==> config.mk <==
export PLATFORM = sky130hd
export DESIGN_NAME = pic_pc_stack_flat
export DESIGN_NICKNAME = d
export VERILOG_FILES = /design/src/rtl/pic_pc_stack_if.sv /design/src/rtl/pic_pc_stack.sv /design/src/flat_wrapper.sv
export SDC_FILE = /design/constraint.sdc
export NUM_CORES = 1
export LEC_CHECK = 0
export ABC_AREA = 1
export ABC_CLOCK_PERIOD_IN_PS = 5530
export CORE_UTILIZATION = 55
export CTS_CLUSTER_DIAMETER = 120
export DETAILED_ROUTE_END_ITERATION = 8
export PLACE_DENSITY_LB_ADDON = 0.2
export SYNTH_ARGS = -nofsm -noshare
export SYNTH_HDL_FRONTEND = slang
export SYNTH_SLANG_ARGS = --single-unit
==> constraint.sdc <==
create_clock -name i_clk -period 5.53 [get_ports i_clk]
set_input_delay 1.106 -clock i_clk [delete_from_list [all_inputs] [get_ports i_clk]]
set_output_delay 1.106 -clock i_clk [all_outputs]
set_load 0.01 [all_outputs]
==> src/rtl/pic_pc_stack_if.sv <==
// Bus bundle between the pic core sequencer (master) and the PC/return-stack unit (slave).
// Signal prefixes give direction as seen from the PC/stack unit.
interface pic_pc_stack_if #(
  parameter int unsigned PC_W  = 8,
  parameter int unsigned DEPTH = 8
);

  localparam int unsigned DW = $clog2(DEPTH) + 1;

  // Sequencer to PC unit
  logic            i_phase_en;
  logic            i_stall;
  logic [2:0]      i_op;
  logic [PC_W-1:0] i_target;

  // PC unit to sequencer / program memory
  logic [PC_W-1:0] o_counter;
  logic [DW-1:0]   o_stack_depth;
  logic            o_stack_overflow;
  logic            o_stack_underflow;
  logic            o_trap;

  modport master (
    output i_phase_en,
    output i_stall,
    output i_op,
    output i_target,
    input  o_counter,
    input  o_stack_depth,
    input  o_stack_overflow,
    input  o_stack_underflow,
    input  o_trap
  );

  modport slave (
    input  i_phase_en,
    input  i_stall,
    input  i_op,
    input  i_target,
    output o_counter,
    output o_stack_depth,
    output o_stack_overflow,
    output o_stack_underflow,
    output o_trap
  );

endinterface

==> src/rtl/pic_pc_stack.sv <==
// Program counter and circular hardware return stack for the pic core.
// The counter advances once per q4 strobe (phase_en) unless stalled, and handles
// INC, GOTO, CALL, RETURN and SKIP. Overflow/underflow flags are sticky until reset.
// Optional feature: define PIC_STACK_TRAP_EN to redirect overflowing CALLs and
// underflowing RETURNs to TRAP_VEC with a one-cycle trap pulse. Without it the
// stack wraps circularly (PIC16 behaviour) and trap is tied low.
module pic_pc_stack #(
  parameter int unsigned     PC_W      = 8,
  parameter int unsigned     DEPTH     = 8,
  parameter logic [PC_W-1:0] RESET_VEC = '0,
  parameter logic [PC_W-1:0] TRAP_VEC  = PC_W'(4)
) (
  input  logic                 i_clk,
  input  logic                 i_reset,
  pic_pc_stack_if.slave        bus
);

  localparam int unsigned SP_W = $clog2(DEPTH);
  localparam int unsigned DW   = SP_W + 1;

  localparam logic [2:0] OP_INC    = 3'd0;
  localparam logic [2:0] OP_GOTO   = 3'd1;
  localparam logic [2:0] OP_CALL   = 3'd2;
  localparam logic [2:0] OP_RETURN = 3'd3;
  localparam logic [2:0] OP_SKIP   = 3'd4;

  // Architectural state
  logic [PC_W-1:0] r_counter;
  logic [SP_W-1:0] r_sp;
  logic [DW-1:0]   r_depth;
  logic            r_overflow;
  logic            r_underflow;
  logic            r_trap;

  // Return-address storage; deliberately not reset
  logic [PC_W-1:0] r_stack [DEPTH];

  // Next-state wires
  logic [PC_W-1:0] w_counter_d;
  logic [SP_W-1:0] w_sp_d;
  logic [DW-1:0]   w_depth_d;
  logic            w_overflow_d;
  logic            w_underflow_d;
  logic            w_trap_d;
  logic            w_push;

  logic            w_adv;
  logic            w_full;
  logic            w_empty;
  logic [SP_W-1:0] w_sp_inc;
  logic [SP_W-1:0] w_sp_dec;
  logic [PC_W-1:0] w_pc_inc;
  logic [PC_W-1:0] w_pc_skip;
  logic [PC_W-1:0] w_top;

  assign w_adv     = bus.i_phase_en & ~bus.i_stall;
  assign w_full    = (r_depth == DW'(DEPTH));
  assign w_empty   = (r_depth == '0);
  // DEPTH is a power of two, so natural wrap of SP_W bits gives the modulo
  assign w_sp_inc  = r_sp + SP_W'(1);
  assign w_sp_dec  = r_sp - SP_W'(1);
  assign w_pc_inc  = r_counter + PC_W'(1);
  assign w_pc_skip = r_counter + PC_W'(2);
  assign w_top     = r_stack[w_sp_dec];

`ifndef PIC_STACK_TRAP_EN
  // TRAP_VEC is only meaningful with the trap feature
  logic w_unused_trap_vec;
  assign w_unused_trap_vec = ^TRAP_VEC;
`endif

  // Next-state decode of the flow-control operation
  always_comb begin
    w_counter_d   = r_counter;
    w_sp_d        = r_sp;
    w_depth_d     = r_depth;
    w_overflow_d  = r_overflow;
    w_underflow_d = r_underflow;
    w_trap_d      = 1'b0;
    w_push        = 1'b0;

    if (w_adv) begin
      case (bus.i_op)
        OP_GOTO: begin
          w_counter_d = bus.i_target;
        end

        OP_CALL: begin
          if (!w_full) begin
            w_push      = 1'b1;
            w_sp_d      = w_sp_inc;
            w_depth_d   = r_depth + DW'(1);
            w_counter_d = bus.i_target;
          end else begin
            w_overflow_d = 1'b1;
`ifdef PIC_STACK_TRAP_EN
            w_counter_d  = TRAP_VEC;
            w_trap_d     = 1'b1;
`else
            // Oldest entry is overwritten; depth stays saturated
            w_push       = 1'b1;
            w_sp_d       = w_sp_inc;
            w_counter_d  = bus.i_target;
`endif
          end
        end

        OP_RETURN: begin
          if (!w_empty) begin
            w_sp_d      = w_sp_dec;
            w_depth_d   = r_depth - DW'(1);
            w_counter_d = w_top;
          end else begin
            w_underflow_d = 1'b1;
`ifdef PIC_STACK_TRAP_EN
            w_counter_d   = TRAP_VEC;
            w_trap_d      = 1'b1;
`else
            w_counter_d   = w_pc_inc;
`endif
          end
        end

        OP_SKIP: begin
          w_counter_d = w_pc_skip;
        end

        // OP_INC and the unused encodings 5..7
        default: begin
          w_counter_d = w_pc_inc;
        end
      endcase
    end
  end

  // Counter, pointer, depth and flag registers with synchronous reset
  always_ff @(posedge i_clk) begin
    if (i_reset) begin
      r_counter   <= RESET_VEC;
      r_sp        <= '0;
      r_depth     <= '0;
      r_overflow  <= 1'b0;
      r_underflow <= 1'b0;
      r_trap      <= 1'b0;
    end else begin
      r_counter   <= w_counter_d;
      r_sp        <= w_sp_d;
      r_depth     <= w_depth_d;
      r_overflow  <= w_overflow_d;
      r_underflow <= w_underflow_d;
      r_trap      <= w_trap_d;
    end
  end

  // Return-address write; reset suppresses a coincident CALL push
  always_ff @(posedge i_clk) begin
    if (w_push && !i_reset) begin
      r_stack[r_sp] <= w_pc_inc;
    end
  end

  assign bus.o_counter         = r_counter;
  assign bus.o_stack_depth     = r_depth;
  assign bus.o_stack_overflow  = r_overflow;
  assign bus.o_stack_underflow = r_underflow;
`ifdef PIC_STACK_TRAP_EN
  assign bus.o_trap            = r_trap;
`else
  assign bus.o_trap            = 1'b0;

  // r_trap never sets in this build
  logic w_unused_trap;
  assign w_unused_trap = r_trap;
`endif

endmodule
==> src/flat_wrapper.sv <==
// flat-port wrapper written by rule: the top's interface ports become plain ports
module pic_pc_stack_flat 
#(
  parameter int unsigned     PC_W      = 8,
  parameter int unsigned     DEPTH     = 8,
  parameter logic [PC_W-1:0] RESET_VEC = '0,
  parameter logic [PC_W-1:0] TRAP_VEC  = PC_W'(4)
)
  (i_clk, i_reset, bus_i_phase_en, bus_i_stall, bus_i_op, bus_i_target, bus_o_counter, bus_o_stack_depth, bus_o_stack_overflow, bus_o_stack_underflow, bus_o_trap);
  pic_pc_stack_if #(.PC_W(PC_W), .DEPTH(DEPTH)) bus_i ();
  input  logic i_clk;
  input  logic i_reset;
  input wire logic [$bits(bus_i.i_phase_en)-1:0] bus_i_phase_en;
  input wire logic [$bits(bus_i.i_stall)-1:0] bus_i_stall;
  input wire logic [$bits(bus_i.i_op)-1:0] bus_i_op;
  input wire logic [$bits(bus_i.i_target)-1:0] bus_i_target;
  output wire logic [$bits(bus_i.o_counter)-1:0] bus_o_counter;
  output wire logic [$bits(bus_i.o_stack_depth)-1:0] bus_o_stack_depth;
  output wire logic [$bits(bus_i.o_stack_overflow)-1:0] bus_o_stack_overflow;
  output wire logic [$bits(bus_i.o_stack_underflow)-1:0] bus_o_stack_underflow;
  output wire logic [$bits(bus_i.o_trap)-1:0] bus_o_trap;
  assign bus_i.i_phase_en = bus_i_phase_en;
  assign bus_i.i_stall = bus_i_stall;
  assign bus_i.i_op = bus_i_op;
  assign bus_i.i_target = bus_i_target;
  assign bus_o_counter = bus_i.o_counter;
  assign bus_o_stack_depth = bus_i.o_stack_depth;
  assign bus_o_stack_overflow = bus_i.o_stack_overflow;
  assign bus_o_stack_underflow = bus_i.o_stack_underflow;
  assign bus_o_trap = bus_i.o_trap;
  pic_pc_stack #(.PC_W(PC_W), .DEPTH(DEPTH), .RESET_VEC(RESET_VEC), .TRAP_VEC(TRAP_VEC)) u_core (.i_clk(i_clk), .i_reset(i_reset), .bus(bus_i));
endmodule
# [Yosys cells after proc, flatten, opt, wreduce, memory -nomap -nowiden]
# Memory sizes are Yosys's and may differ from the RTL's.
# Index checks and enable logic that the tools add are counted.
# Widths: inputs -> output; s select.
[op_classes] n_reduce_logical=9 bitwise_logic=2 add_sub_neg=6 n_eq_ne=7 muxes=11
[op_table] operator="$pmux 8 s3" n=1
[op_table] operator="$reduce_and 3->1" n=3
[op_table] operator="$add 8x1->8 const B" n=1
[op_table] operator="$add 8x2->8 const B" n=1
[op_table] operator="$mux 4" n=2
[op_table] operator="$mux 8" n=1
[op_table] operator="$pmux 4 s2" n=1
[op_table] operator="$eq 3x2->1 const B" n=2
[op_table] operator="$pmux 3 s2" n=1
[op_table] operator="$add 4x1->4 const B" n=1
[op_table] operator="$eq 4x4->1 const B" n=1
[op_table] operator="$logic_not 4->1" n=1
[op_table] operator="$mux 1" n=4
[op_table] operator="$ne 2x2->1 const B" n=2
[op_table] operator="$reduce_and 4->1" n=1
[op_table] operator="$sub 4x1->4 const B" n=1
[op_table] operator="$add 3x1->3 const B" n=1
[op_table] operator="$eq 3x1->1 const B" n=1
[op_table] operator="$eq 3x3->1 const B" n=1
[op_table] operator="$mux 3" n=1
[op_table] operator="$sub 3x1->3 const B" n=1
[op_table] operator="$reduce_bool 2->1" n=1
[op_table] operator="$reduce_or 2->1" n=1
[op_table] operator="$and 1x1->1" n=1
[op_table] operator="other kinds (3)" n=3
[word_totals] out_inout_bits=15 wordCells=41 mem_count=1 inputBits=15 ram_bits=64 regBits=17
[mem_list] name="u_core.r_stack" depth=8 width=8 rd=1 rd_ports_with_merged_regs=0 wr=1 line_no="pic_pc_stack.sv:36" text="logic [PC_W-1:0] r_stack [DEPTH];"

# [Logic depth before layout (Yosys ltp)]
# Gate-level depths: netlist of the first run.
[logic_depth] ltp_word=6 mapped_depth=13 depth_no_buf=12

# [Worst setup path after synthesis of the first run]
# No wires, ideal clock.
[synth_timing] path_type="input-to-reg" start="input bus_i_op[2]" end="memory u_core.r_stack[0][0], enable pin" n_path_buf=0 setup_slack_ns=2.810 stages=5 setup_ns=0.383 t_required_ns=5.147 t_arrival_ns=2.337 path_cell_list="inv_1 nand3_1 nor3_1 nand2_1 nor3_1"
[synth_between] elab_chain_len=6
[synth_lines] element="start: declaration" line_no="flat_wrapper.sv:15" text="input wire logic [$bits(bus_i.i_op)-1:0] bus_i_op;"
[synth_lines] element="$eq 3x2->1" line_no="pic_pc_stack.sv:83" text="case (bus.i_op)"
[synth_lines] element="$mux 1" line_no="pic_pc_stack.sv:83"
[synth_lines] element="$mux 1" line_no="pic_pc_stack.sv:82" text="if (w_adv) begin"
[synth_lines] element="$logic_and 1x1->1" line_no="pic_pc_stack.sv:157" text="if (w_push && !i_reset) begin"
[synth_lines] element="$mux 1" line_no="pic_pc_stack.sv:157"
[synth_lines] element="$mux 1 (implied by the code)" line_no="pic_pc_stack.sv:158" text="r_stack[r_sp] <= w_pc_inc;"
[synth_lines] element="end: declaration" line_no="pic_pc_stack.sv:36"
# Every way passes these cells.

# [Worst setup path in the final report of the first run]
[layout_timing] start="input bus_i_phase_en" end="memory u_core.r_stack[1][2], enable pin"
[layout_between] elab_chain_len=5
[layout_lines] element="start: declaration" line_no="flat_wrapper.sv:13" text="input wire logic [$bits(bus_i.i_phase_en)-1:0] bus_i_phase_en;"
[layout_lines] element="$and 1x1->1" line_no="pic_pc_stack.sv:56" text="assign w_adv = bus.i_phase_en & ~bus.i_stall;"
[layout_lines] element="$mux 1" line_no="pic_pc_stack.sv:82"
[layout_lines] element="$logic_and 1x1->1" line_no="pic_pc_stack.sv:157"
[layout_lines] element="$mux 1" line_no="pic_pc_stack.sv:157"
[layout_lines] element="$mux 1 (implied by the code)" line_no="pic_pc_stack.sv:158"
# Every way passes these cells.

==> results of run 1 <==
-- layout make-up --
| class | instances | share of cell area |
|---|---|---|
| Tap cell | 96 | 0.0265 |
| Clock buffer | 15 | 0.0461 |
| Timing Repair Buffer | 31 | 0.0668 |
| Multi-Input combinational cell | 301 | 0.316 |
| Clock inverter | 1 | 0.00110 |
| Sequential cell | 81 | 0.499 |
| Inverter | 53 | 0.0439 |
-- kinds of logic after synthesis --
family          count (synthesis)
simple gates                  247
flops                          81
buf+inv                        67
compound gates                 39
xor+xnor                        7
fa+ha+maj                       7
other cells                     1
-- stage by stage --
stage	setup WS, ps	instance area, um2
global placement	1830	4320
finish	2160	4530
global route	1890	4530
floorplan	2810	3970
detailed placement	1800	4320
CTS	2160	4530
-- sequential cells by signal (all words and copies together), names as in the netlist --
signal / count
u_core.r_stack: 64
u_core.bus.o_stack_overflow: 1
u_core.bus.o_stack_depth: 4
u_core.bus.o_stack_underflow: 1
u_core.bus.o_counter: 8
u_core.r_sp: 3
-- final timing paths --
kind / slack, ps / to / from
max: 2160 / u_core.r_stack[1][2] / bus_i_phase_en
min reg2reg: 470 / u_core.bus.o_stack_overflow / u_core.bus.o_stack_overflow
max reg2reg: 2190 / u_core.bus.o_counter[5] / u_core.r_sp[0]
min: 470 / u_core.bus.o_stack_overflow / u_core.bus.o_stack_overflow
-- cell usage after synthesis --
master,n
xor2_1,6
nor2_4,2
a21boi_0,1
fa_1,1
nor2_1,34
nand3_1,54
nand2_4,1
buf_4,2
ha_1,6
nor3_1,9
dlygate4sd1_1,1
o21a_1,1
clkbuf_1,4
nor2_2,1
conb_1,1
xnor2_1,1
o21ai_4,1
inv_2,4
nand2_2,3
o21ai_0,17
dfxtp_1,17
nand3_2,1
nand2_1,140
a31oi_1,1
a21oi_1,18
edfxtp_1,64
buf_2,6
buf_1,1
nand4_1,1
nand3_4,1
inv_1,49
-- per-layer routing --
layer,wire length [um],vias to the layer above,track usage
met3,694,31,0.0455
met5,0,-,0
met2,4130,162,0.427
met4,246,0,0.108
li1,-,1524,-
met1,3860,1428,0.335
-- power groups by stage --
stage | Clock (uW) | Sequential [uW] | Combinational, uW
after floorplan | 0 | 689 | 76.9
after CTS | 447 | 676 | 129
final | 446 | 676 | 129
after global placement | 0 | 690 | 127
after detailed placement | 0 | 689 | 128
after global routing | 472 | 677 | 143
==> impl_metrics.ini, run 1 <==
[status]
status = finished clean

[global_route]
gr-total-overflow = 0
grt_start_max_net_pins = 40
grt_pass1_wl_um = 14000
grtUsageTotal = 0.257
grt_pass1_vias = 2869
antenna_found_initial = 0

[synth]
syn_avg_cell_area_um2 = 8.84
synth_nets = 471
synthCells = 449
synth_simple_gate_area_frac = 0.267
synth_top_family_by_area = simple AND/OR/NAND/NOR gates
synthAdderAreaFrac = 0.0240
ys_ff_latch = 81
netlist_area_um2 = 3970
synthMuxAreaShare = 0
yosys.area.top_type = edfxtp_1
yosys.area.top_type_share = 0.484
ys_warn_count = 0
synth-compound-area-share = 0.0536
ys_types = 31
synthXorXnorAreaFrac = 0.0155
seq_area_frac_synth = 0.570
ys_top_cells_by_area = edfxtp_1, nand2_1, dfxtp_1

[placed_design]
io_buffers = 28
dpl.hpwl_um = 6220
place_congestion = 0.868
dp.cells = 562

[pwr]
switching_share = 0.237
power.density_nw_per_um2 = 276
p_comb_frac = 0.103
p_leak_uw = 0.00184
irDropWorstVdd_mv = 0.141
internal-power_uw = 955
pwr-share-seq = 0.540
clockPowerShare = 0.356
power_uw = 1250
power.net_switching_uw = 297

[cts]
cts.sinks = 81
insertion_delay_ps = 350
clk_pin_slew_worst_paths_ps = 80
clockRootBuffer = clkbuf_8
cts_buffers = 9
postCtsSetupBuffers = 0
cts_tree = done
htree_levels = 3
ctsResizeCount = 0
cts.path.max_buffers = 2
ctsHoldBuffers = 0

[sta]
report.final.slew_viol_count = 0
fmax_ghz = 0.297
grt_setup_unrepaired = false
hold_slack_ps = 472
maxSlewHeadroom = 0.294
period_share = 0.609
finalSetupViolations = 0
final_hold_viol_count = 0
tightest_slew_ps = 1050
fin_tns_setup_ps = 0
period_needed_ps = 3370
fin_worst_skew_ps = 12.0

[final_layout]
n_fill_cell = 566
multi_input_area_um2 = 1430
diodes = 0
seq_area_um2 = 2260
drive_gt1_frac = 0.0643
mostFrequentLayoutCells = nand2_1, edfxtp_1, nand3_1, inv_1, nor2_1
fin_nets = 499
layout_commonest_cell = nand2_1
final_cells = 578
final_core_util = 0.660
area_growth_pct = 14.2

[floorplanning]
fp.dieH_um = 86.9
dieArea_um2 = 7560
die_x_um = 86.9
start_util = 0.578
io-pin-count = 30
fp-row-count = 30
core_um2 = 6870

[hold_path]
hold_path_depth = 1
hold_path.class = reg -> reg

[routing]
drc = 0
viasPerCell = 5.44
drt_iter0_drc = 264
num_vias = 3145
wl_per_cell_um = 15.5
first_pass_iters = 6
ant_nets = 0
finalWirelength_um = 8930

[worst_setup_path]
cp_cell_sequence = clkdlybuf4s50_1 > inv_1 > nor2_1 > buf_4 > inv_1 > nor3_1 > nand2_1 > nor3_1
startpoint_type = input port
path_class = in -> reg
crit_buf_inv = 4
cp_top_family = simple AND/OR/NAND/NOR gates
rr_worst_depth = 11
max_stage_delay_ps = 840
crit_required_ps = 5500
cp_max_fo = 12
worst-path-stages = 8
critPathCaptureType = flip-flop
slowest_stage = nor3_1
cp.arrival_ps = 3340

[run]
cap_violations = 0
No activity file was read; power rests on OpenSTA's default activity.
==> inputs of run 2 (changes only) <==
- ABC_CLOCK_PERIOD_IN_PS: 5530 -> 3000
- CORE_UTILIZATION: 55 -> 53
- clock period: 5.53 -> 3 ns (I/O delays scaled with it)
==> run 2 against run 1 <==
Critical endpoint is now u_core.r_stack[4][0]. First-iteration DRC count rose by 22%. Register-to-register slack lost 1400 ps. Cell count grew 2.9%. Setup slack worse by 1500 ps. Clock power up 70%. Non-clock buffer count up 14. Global-route usage up 0.22 points.
==> impl_metrics.ini, run 2 (same netlist as run 1, synthesis figures left out) <==
[worst_setup_path]
crit_required_ps = 3070
cp_max_fo = 5
path_class = in -> reg
critPathCaptureType = flip-flop
cp.arrival_ps = 2390
startpoint_type = input port

[placed_design]
place_congestion = 0.932
io_buffers = 28
dp.cells = 579
dpl.hpwl_um = 6600
placed_area_um2 = 4430

[cts]
cts.sinks = 81
clockRootBuffer = clkbuf_8
ctsHoldBuffers = 0
cts_tree = done
ctsResizeCount = 0
cts.path.max_buffers = 2
htree_levels = 3
clk_pin_slew_worst_paths_ps = 80
postCtsSetupBuffers = 0
insertion_delay_ps = 350
cts_buffers = 9

[routing]
maxUsedRoutingLayer = met4
dr_wl_met3_um = 579
num_vias = 3136
ant_nets = 0
finalWirelength_um = 9280
first_pass_iters = 4
wl_met2_um = 4490
drc = 0
viasPerCell = 5.27
drt_iter0_drc = 322
drt-met1-wl_um = 4040
wl_per_cell_um = 15.6

[pwr]
pwr-share-seq = 0.553
power.density_nw_per_um2 = 488
clockPowerShare = 0.338
internal-power_uw = 1700
irDropWorstVdd_mv = 0.254
power.net_switching_uw = 553
p_leak_uw = 0.00189
switching_share = 0.245
p_comb_frac = 0.110

[hold_path]
hold_path.class = reg -> reg

[global_route]
gr-total-overflow = 0
grt_start_max_net_pins = 39
grt_pass1_wl_um = 14500
grtUsageTotal = 0.259
antenna_found_initial = 0
grt_pass1_vias = 2919

[final_layout]
regMostFlops = u_core.r_stack
area_growth_pct = 16.3
fin_nets = 513
multi_input_area_um2 = 1430
final_cells = 595
diodes = 0
postLayoutCellArea_um2 = 4610
drive_gt1_frac = 0.0887
seq_area_um2 = 2260
mostFrequentLayoutCells = nand2_1, edfxtp_1, nand3_1, inv_1, nor2_1
layout_commonest_cell = nand2_1
n_fill_cell = 624
largest_register_ffs = 64

[run]
cap_violations = 0

[floorplanning]
fp.dieH_um = 88.5
core_um2 = 7250
die_x_um = 88.5
io-pin-count = 30
start_util = 0.547
dieArea_um2 = 7840
fp-row-count = 31

[sta]
report.final.slew_viol_count = 0
period_needed_ps = 2320
maxSlewHeadroom = 0.389
grt_setup_unrepaired = false
fin_tns_setup_ps = 0
tightest_slew_ps = 914
fmax_ghz = 0.431
period_share = 0.774
final_hold_viol_count = 0
fin_worst_skew_ps = 8.92
finalSetupViolations = 0

[status]
status = finished clean
[run 2: changes by cell type in the layout (fill, tap and decap cells not counted)]
cell	previous run	this run
clkbuf_8	11	9
bufinv_16	0	1
buf_4	3	17
clkbuf_16	2	0
clkinv_1	0	1
clkinvlp_4	0	3
clkinv_2	1	0
[run 2: cell type report]
class,count,area share
flip-flops and latches,81,0.490
inverters,53,0.0431
well taps,99,0.0268
multi-input cells,301,0.311
repair buffers,45,0.0884
clock buffers,11,0.0285
clock inverters,5,0.0122
[run 2: routing by layer]
metal	GRT usage	up-vias
li1	-	1548
met1	0.333	1452
met2	0.436	118
met3	0.0485	18
met4	0.104	0
met5	0	-
[run 2: path summary, 6_finish.rpt]
| check | startpoint | depth (start not counted) | end | slack [ps] |
|---|---|---|---|---|
| hold / removal | u_core.bus.o_stack_overflow | 1 | u_core.bus.o_stack_overflow | 500 |
| hold reg to reg | u_core.bus.o_stack_overflow | 1 | u_core.bus.o_stack_overflow | 500 |
| setup / recovery | bus_i_op[1] | 6 | u_core.r_stack[4][0] | 680 |
| setup reg to reg | u_core.r_sp[1] | 10 | u_core.bus.o_counter[6] | 800 |
[run 2: power groups by stage]
stage | Clock (uW) | Sequential, uW | Combinational (uW)
floorplan | 0 | 1270 | 142
global placement | 0 | 1270 | 242
detailed placement | 0 | 1270 | 244
CTS | 778 | 1240 | 246
global route | 820 | 1250 | 270
finish | 760 | 1250 | 247
[run 2: critical path, cell delays in order]
cell and delay (ps):
clkdlybuf4s50_1 590, nand3_1 230, nor3_1 330, nand2_1 210, nor3_1 250, buf_4 190
[run 2: through the flow]
| stage | util | setup slack (ps) | total power, uW | hold WS (ps) |
|---|---|---|---|---|
| after floorplan | - | 786 | 1410 | 505 |
| after global placement | 0.610 | 397 | 1510 | 459 |
| after detailed placement | 0.610 | 379 | 1510 | 476 |
| after CTS | 0.636 | 725 | 2270 | 500 |
| after global routing | 0.636 | 527 | 2340 | 523 |
| final | 0.636 | 679 | 2250 | 496 |
